**config.mk**
```make
export PLATFORM = sky130hd
export DESIGN_NAME = alu_pc_dmem_unit_flat
export DESIGN_NICKNAME = d
export VERILOG_FILES = /design/src/rtl/alu_pc_dmem_pkg.sv /design/src/rtl/alu_pc_dmem_if.sv /design/src/rtl/alu_pc_dmem_unit_dmem_array.sv /design/src/rtl/alu_pc_dmem_unit.sv /design/src/flat_wrapper.sv
export SDC_FILE = /design/constraint.sdc
export NUM_CORES = 2
export LEC_CHECK = 0
export CORE_MARGIN = 1
export CORE_UTILIZATION = 41
export CTS_BUF_LIST = sky130_fd_sc_hd__clkbuf_8
export DETAILED_ROUTE_END_ITERATION = 8
export DONT_BUFFER_PORTS = 1
export GPL_TIMING_DRIVEN = 0
export HOLD_SLACK_MARGIN = 0.12
export PLACE_DENSITY = 0.59
export SLEW_MARGIN = 30
export SYNTH_ARGS = -nofsm -noshare
export SYNTH_HDL_FRONTEND = slang
export SYNTH_SLANG_ARGS = --single-unit
```
**constraint.sdc**
```tcl
create_clock -name clk -period 4.35 [get_ports clk]
set_input_delay 0.6525 -clock clk [delete_from_list [all_inputs] [get_ports clk]]
set_output_delay 0.6525 -clock clk [all_outputs]
set_load 0.01 [all_outputs]
```
**src/rtl/alu_pc_dmem_pkg.sv**
```systemverilog
// Shared ALU opcodes, flag bit positions and default datapath width for alu_pc_dmem_unit.
// No logic lives here; latency and backpressure do not apply.
package alu_pc_dmem_pkg;

   localparam int DATA_W_DEFAULT = 8;

   typedef enum logic [1:0] {
      ALU_ADD = 2'b00,
      ALU_SUB = 2'b01,
      ALU_AND = 2'b10,
      ALU_ORR = 2'b11
   } alu_op_t;

   localparam int FLAG_N = 3;
   localparam int FLAG_Z = 2;
   localparam int FLAG_C = 1;
   localparam int FLAG_V = 0;

endpackage

```
**src/rtl/alu_pc_dmem_if.sv**
```systemverilog
// Bus bundle between a driver (master) and alu_pc_dmem_unit (slave).
// Results are combinational except pc_out; there is no handshake and no backpressure.
interface alu_pc_dmem_if
   import alu_pc_dmem_pkg::*;
#(
   parameter int DATA_W = DATA_W_DEFAULT
);
   logic [DATA_W-1:0] pc_in;
   logic [DATA_W-1:0] pc_out;
   logic [DATA_W-1:0] alu_a;
   logic [DATA_W-1:0] alu_b;
   logic [1:0]        alu_ctrl;
   logic [DATA_W-1:0] alu_result;
   logic [3:0]        alu_flags;
   logic              mem_we;
   logic [DATA_W-1:0] mem_rdata;

   modport master (
      output pc_in, alu_a, alu_b, alu_ctrl, mem_we,
      input  pc_out, alu_result, alu_flags, mem_rdata
   );

   modport slave (
      input  pc_in, alu_a, alu_b, alu_ctrl, mem_we,
      output pc_out, alu_result, alu_flags, mem_rdata
   );
endinterface

```
**src/rtl/alu_pc_dmem_unit_dmem_array.sv**
```systemverilog
// 2**DATA_W x DATA_W data memory: synchronous write, combinational read, no write-through bypass.
// Optional DMEM_CLEAR_ON_RESET_EN clears every word while rst_n is low; writes are blocked in reset.
module dmem_array #(
   parameter int DATA_W = 8
) (
   input  logic              clk,
   input  logic              rst_n,
   input  logic              we,
   input  logic [DATA_W-1:0] addr,
   input  logic [DATA_W-1:0] wdata,
   output logic [DATA_W-1:0] rdata
);
   localparam int DEPTH = 2 ** DATA_W;

   logic [DATA_W-1:0] mem [DEPTH];

`ifdef DMEM_CLEAR_ON_RESET_EN
   always_ff @(posedge clk or negedge rst_n) begin
      if (!rst_n) begin
         for (int i = 0; i < DEPTH; i++) begin
            mem[i] <= '0;
         end
      end else if (we) begin
         mem[addr] <= wdata;
      end
   end
`else
   // Contents survive reset; rst_n only gates the write strobe.
   always_ff @(posedge clk) begin
      if (rst_n && we) begin
         mem[addr] <= wdata;
      end
   end
`endif

   assign rdata = mem[addr];

endmodule

```
**src/rtl/alu_pc_dmem_unit.sv**
```systemverilog
// Combinational ALU driving a data-memory address, plus a free-running PC register (1-cycle load).
// ALU result, flags and read data are zero-latency; no stall or backpressure exists.
module alu_pc_dmem_unit
   import alu_pc_dmem_pkg::*;
#(
   parameter int DATA_W = DATA_W_DEFAULT
) (
   input  logic          clk,
   input  logic          rst_n,
   alu_pc_dmem_if.slave  bus
);
   logic [DATA_W-1:0] pc_q;
   logic [DATA_W:0]   sum;
   logic [DATA_W:0]   diff;
   logic [DATA_W-1:0] res;
   logic              carry;
   logic              ovf;
   logic [3:0]        flags;
   alu_op_t           op;

   always_ff @(posedge clk or negedge rst_n) begin
      if (!rst_n) begin
         pc_q <= '0;
      end else begin
         pc_q <= bus.pc_in;
      end
   end

   assign op   = alu_op_t'(bus.alu_ctrl);
   assign sum  = {1'b0, bus.alu_a} + {1'b0, bus.alu_b};
   assign diff = {1'b0, bus.alu_a} - {1'b0, bus.alu_b};

   // For SUB the carry is the inverted borrow, i.e. set when a >= b unsigned.
   always_comb begin
      res   = '0;
      carry = 1'b0;
      ovf   = 1'b0;
      case (op)
         ALU_ADD: begin
            res   = sum[DATA_W-1:0];
            carry = sum[DATA_W];
            ovf   = (bus.alu_a[DATA_W-1] == bus.alu_b[DATA_W-1]) &&
                    (sum[DATA_W-1] != bus.alu_a[DATA_W-1]);
         end
         ALU_SUB: begin
            res   = diff[DATA_W-1:0];
            carry = ~diff[DATA_W];
            ovf   = (bus.alu_a[DATA_W-1] != bus.alu_b[DATA_W-1]) &&
                    (diff[DATA_W-1] != bus.alu_a[DATA_W-1]);
         end
         ALU_AND: res = bus.alu_a & bus.alu_b;
         ALU_ORR: res = bus.alu_a | bus.alu_b;
         default: res = '0;
      endcase
   end

   always_comb begin
      flags         = '0;
      flags[FLAG_N] = res[DATA_W-1];
      flags[FLAG_Z] = (res == '0);
      flags[FLAG_C] = carry;
      flags[FLAG_V] = ovf;
   end

   dmem_array #(.DATA_W(DATA_W)) u_dmem (
      .clk   (clk),
      .rst_n (rst_n),
      .we    (bus.mem_we),
      .addr  (res),
      .wdata (bus.alu_b),
      .rdata (bus.mem_rdata)
   );

   assign bus.pc_out     = pc_q;
   assign bus.alu_result = res;
   assign bus.alu_flags  = flags;

endmodule

```
**src/flat_wrapper.sv**
```systemverilog
// flat-port wrapper written by rule: the top's interface ports become plain ports
module alu_pc_dmem_unit_flat import alu_pc_dmem_pkg::*;
#(
   parameter int DATA_W = DATA_W_DEFAULT
)
  (clk, rst_n, bus_pc_in, bus_alu_a, bus_alu_b, bus_alu_ctrl, bus_mem_we, bus_pc_out, bus_alu_result, bus_alu_flags, bus_mem_rdata);
  alu_pc_dmem_if #(.DATA_W(DATA_W)) bus_i ();
  input  logic clk;
  input  logic rst_n;
  input wire logic [$bits(bus_i.pc_in)-1:0] bus_pc_in;
  input wire logic [$bits(bus_i.alu_a)-1:0] bus_alu_a;
  input wire logic [$bits(bus_i.alu_b)-1:0] bus_alu_b;
  input wire logic [$bits(bus_i.alu_ctrl)-1:0] bus_alu_ctrl;
  input wire logic [$bits(bus_i.mem_we)-1:0] bus_mem_we;
  output wire logic [$bits(bus_i.pc_out)-1:0] bus_pc_out;
  output wire logic [$bits(bus_i.alu_result)-1:0] bus_alu_result;
  output wire logic [$bits(bus_i.alu_flags)-1:0] bus_alu_flags;
  output wire logic [$bits(bus_i.mem_rdata)-1:0] bus_mem_rdata;
  assign bus_i.pc_in = bus_pc_in;
  assign bus_i.alu_a = bus_alu_a;
  assign bus_i.alu_b = bus_alu_b;
  assign bus_i.alu_ctrl = bus_alu_ctrl;
  assign bus_i.mem_we = bus_mem_we;
  assign bus_pc_out = bus_i.pc_out;
  assign bus_alu_result = bus_i.alu_result;
  assign bus_alu_flags = bus_i.alu_flags;
  assign bus_mem_rdata = bus_i.mem_rdata;
  alu_pc_dmem_unit #(.DATA_W(DATA_W)) u_core (.clk(clk), .rst_n(rst_n), .bus(bus_i));
endmodule
```
==> results.cfg <==
[outcome]
run_status = complete, but fails checks
violations = setup timing

[synth]
synth_area_leaders = edfxtp_1, nand2_1, mux2i_1, a21oi_1, a221o_1
ys_types = 60
synth_warnings = 0
synthCells = 5727
synth_top_area_cell = edfxtp_1
ys.flop_type = edfxtp_1
async_reset_ff_share_pct = 0.3891
synth_top_area_share_pct = 73.73
syn-cell-area_mm2 = 0.08342
ys_ff_latch = 2056
postSynthAreaPerCell_um2 = 14.57
ys_seq_area_share_pct = 73.97
synth_edf_count = 2048
synth_nets = 5782

[global_routing]
grt_first_pass_wirelength_um = 400900
grt_pass1_vias = 52667
grt-ovfl-total = 0
grtUsageTotal_pct = 27.98
grt_max_degree = 257
antenna_found_initial = 14

[sta]
setup_slack_ns = -0.7511
tightest_slew_ns = 1.011
rsz0062_at_grt = true
setup-violations-final = 8
post-route-period-util_pct = 117.3
fin_crit_ns = 5.101
fin_setup_tns_ns = -5.353
max_freq_mhz = 196.0
drv_slew = 0
hold_viol = 0
maxSlewHeadroom_pct = 32.61

[worst_setup_path]
cp_num_buf_inv = 6
path_class = input pin to output port
cp_slowest_cell = o211ai_1
critPathCaptureType = output port
max_stage_delay_ns = 0.65
worstPathArrival_ns = 4.45
crit_path_max_fanout = 10
critical_path.top_delay_family = buffers and inverters
critPathRequiredTime_ns = 3.70
critical_path.cell_chain = buf_6 > buf_6 > and2_1 > o31a_4 > clkinv_2 > buf_4 > buf_8 > buf_4 > nand2_1 > a32o_1 > o211ai_1 > nand4_1 > nand4_1 > mux2i_4 > mux2i_4
start_kind = input pin

[final_layout]
fill_cells = 17508
post-route-util_pct = 47.27
multi_input_area_mm2 = 0.02053
stdcell_count = 9051
area_growth_pct = 14.54
mostFrequentLayoutCells = edfxtp_1, nand2_1, a21oi_1
final_nets = 6189
mostFrequentLayoutCell = edfxtp_1
ff_latch_area_mm2 = 0.06170
final_cell_area_mm2 = 0.09554
drive_gt1_share_pct = 17.08

[clocking]
cts_buffers = 342
clkSinkCount = 2056
cts.clk_slew.worst_paths_ns = 0.06
cts_buffer_depth = 4
cts_tree = built
cts-root-buf = clkbuf_8
htreeDepth = 5

[place]
gp_congestion = 1.122
dp.cells = 8403
dpl_cell_area_mm2 = 0.08705
io_buffers = 0
hpwl_um = 188200

[floorplan]
pin_count = 57
fp.dieH_um = 453.1
placementRows = 165
die_w_um = 453.1
core_area_mm2 = 0.2021
initial_core_util_pct = 41.27
dieArea_mm2 = 0.2053

[route]
routed_via_density = 6.057
vias = 54818
wl_per_cell_um = 32.29
drc = 0
drt-total-wl_um = 292300
drt-initial-drc-count = 7620
ant_nets = 0
drt-pass1-iter-count = 7

[worst_hold_path]
hold_path.class = input pin to flip-flop

[run]
cap_violations = 0

[pwr]
ir_worst_vdd_mv = 0.3620
p_total_mw = 45.30
power.density_mw_per_mm2 = 474.1
p_leak_nw = 31.80
==> metal layers <==
metal  share of wire (%)  vias to the layer above  global-route usage (%)  wire length [um]
met5               0.014                        -                       0                42
met4                 5.9                        6                   15.69             17120
met3                  11                      654                   7.423             32540
met2                  44                     3326                   41.42            128800
met1                  39                    27621                   37.32            113800
li1                    -                    23211                       -                 -
==> cell families after synthesis <==
logic type / count (synthesis) / share of synthesized area (%)
DFF: 2056 / 73.97
and+or+nand+nor: 1526 / 7.449
xor gates and xnor gates: 3 / 0.03150
AOI/OAI and AO/OA: 1327 / 11.80
buffers and inverters: 505 / 2.922
adders and majority gates: 26 / 0.4080
muxes: 284 / 3.423
==> final timing paths <==
| kind | startpoint | to | slack, ns | depth (start not counted) |
|---|---|---|---|---|
| setup / recovery | bus_alu_ctrl[0] | bus_mem_rdata[2] | -0.75 | 15 |
| hold / removal | bus_alu_b[2] | u_core.u_dmem.mem[132][2]$_DFFE_PP_ | 0.14 | 1 |
| max in group asynchronous | rst_n | u_core.bus.pc_out[7]$_DFF_PN0_ | 3.61 | 2 |
| min in group asynchronous | rst_n | u_core.bus.pc_out[4]$_DFF_PN0_ | 0.46 | 2 |
==> synthesized netlist by cell type (4+ instances only) <==
cell type,instances
buf_6,21
nand2b_1,5
buf_1,24
nor2b_1,4
mux2i_1,283
nor3_1,40
edfxtp_1,2048
ha_1,24
buf_4,31
a211o_1,129
a221oi_1,129
dfrtp_1,8
nor3_2,5
clkbuf_1,190
o21bai_1,4
o211ai_1,129
a221o_1,131
and2_1,5
nand3_1,66
nand2_1,1051
a21oi_1,518
nand4_1,98
a21o_1,4
a32oi_1,129
nor2_1,241
a32o_1,128
buf_2,206
inv_1,28
==> registers in the layout (all words and copies together) (netlist names) <==
register / count
u_core.bus.pc_out: 8
u_core.u_dmem.mem: 2048
==> cell type report <==
| type | count | share of cell area, % |
|---|---|---|
| clock inverters | 223 | 1.217 |
| inverters | 31 | 0.1296 |
| diodes | 13 | 0.03405 |
| well taps | 2672 | 3.499 |
| repair buffers | 64 | 1.071 |
| plain buffers | 473 | 2.899 |
| multi-input cells | 3166 | 21.49 |
| clock buffers | 353 | 5.085 |
| flip-flops and latches | 2056 | 64.58 |
==> report_power, final <==
group          total, mW  switching (mW)  internal, mW  leakage [nW]
registers           21.9          0.0170          21.9          18.5
logic               7.73            5.56          2.17          9.84
clock network       15.7            7.64          8.05          3.47
==> through the flow <==
step	hold slack (ns)	worst slack, ns
floorplan	0.3569	0.4590
global placement	0.3570	-3.180
detailed placement	0.3570	-2.355
CTS	0.2935	-0.6708
global route	0.1424	-0.6776
finish	0.1360	-0.7511
==> what timing repair did <==
item / CTS / global route
endpoints found under the hold margin: 2064 / 109
hold buffers: 26 / 5
gates resized for setup: 400 / 101
buffers inserted: 9 / 7
setup endpoints to repair: 1790 / 8
pin swaps: 29 / 22
No activity file was read; power rests on OpenSTA's default activity.
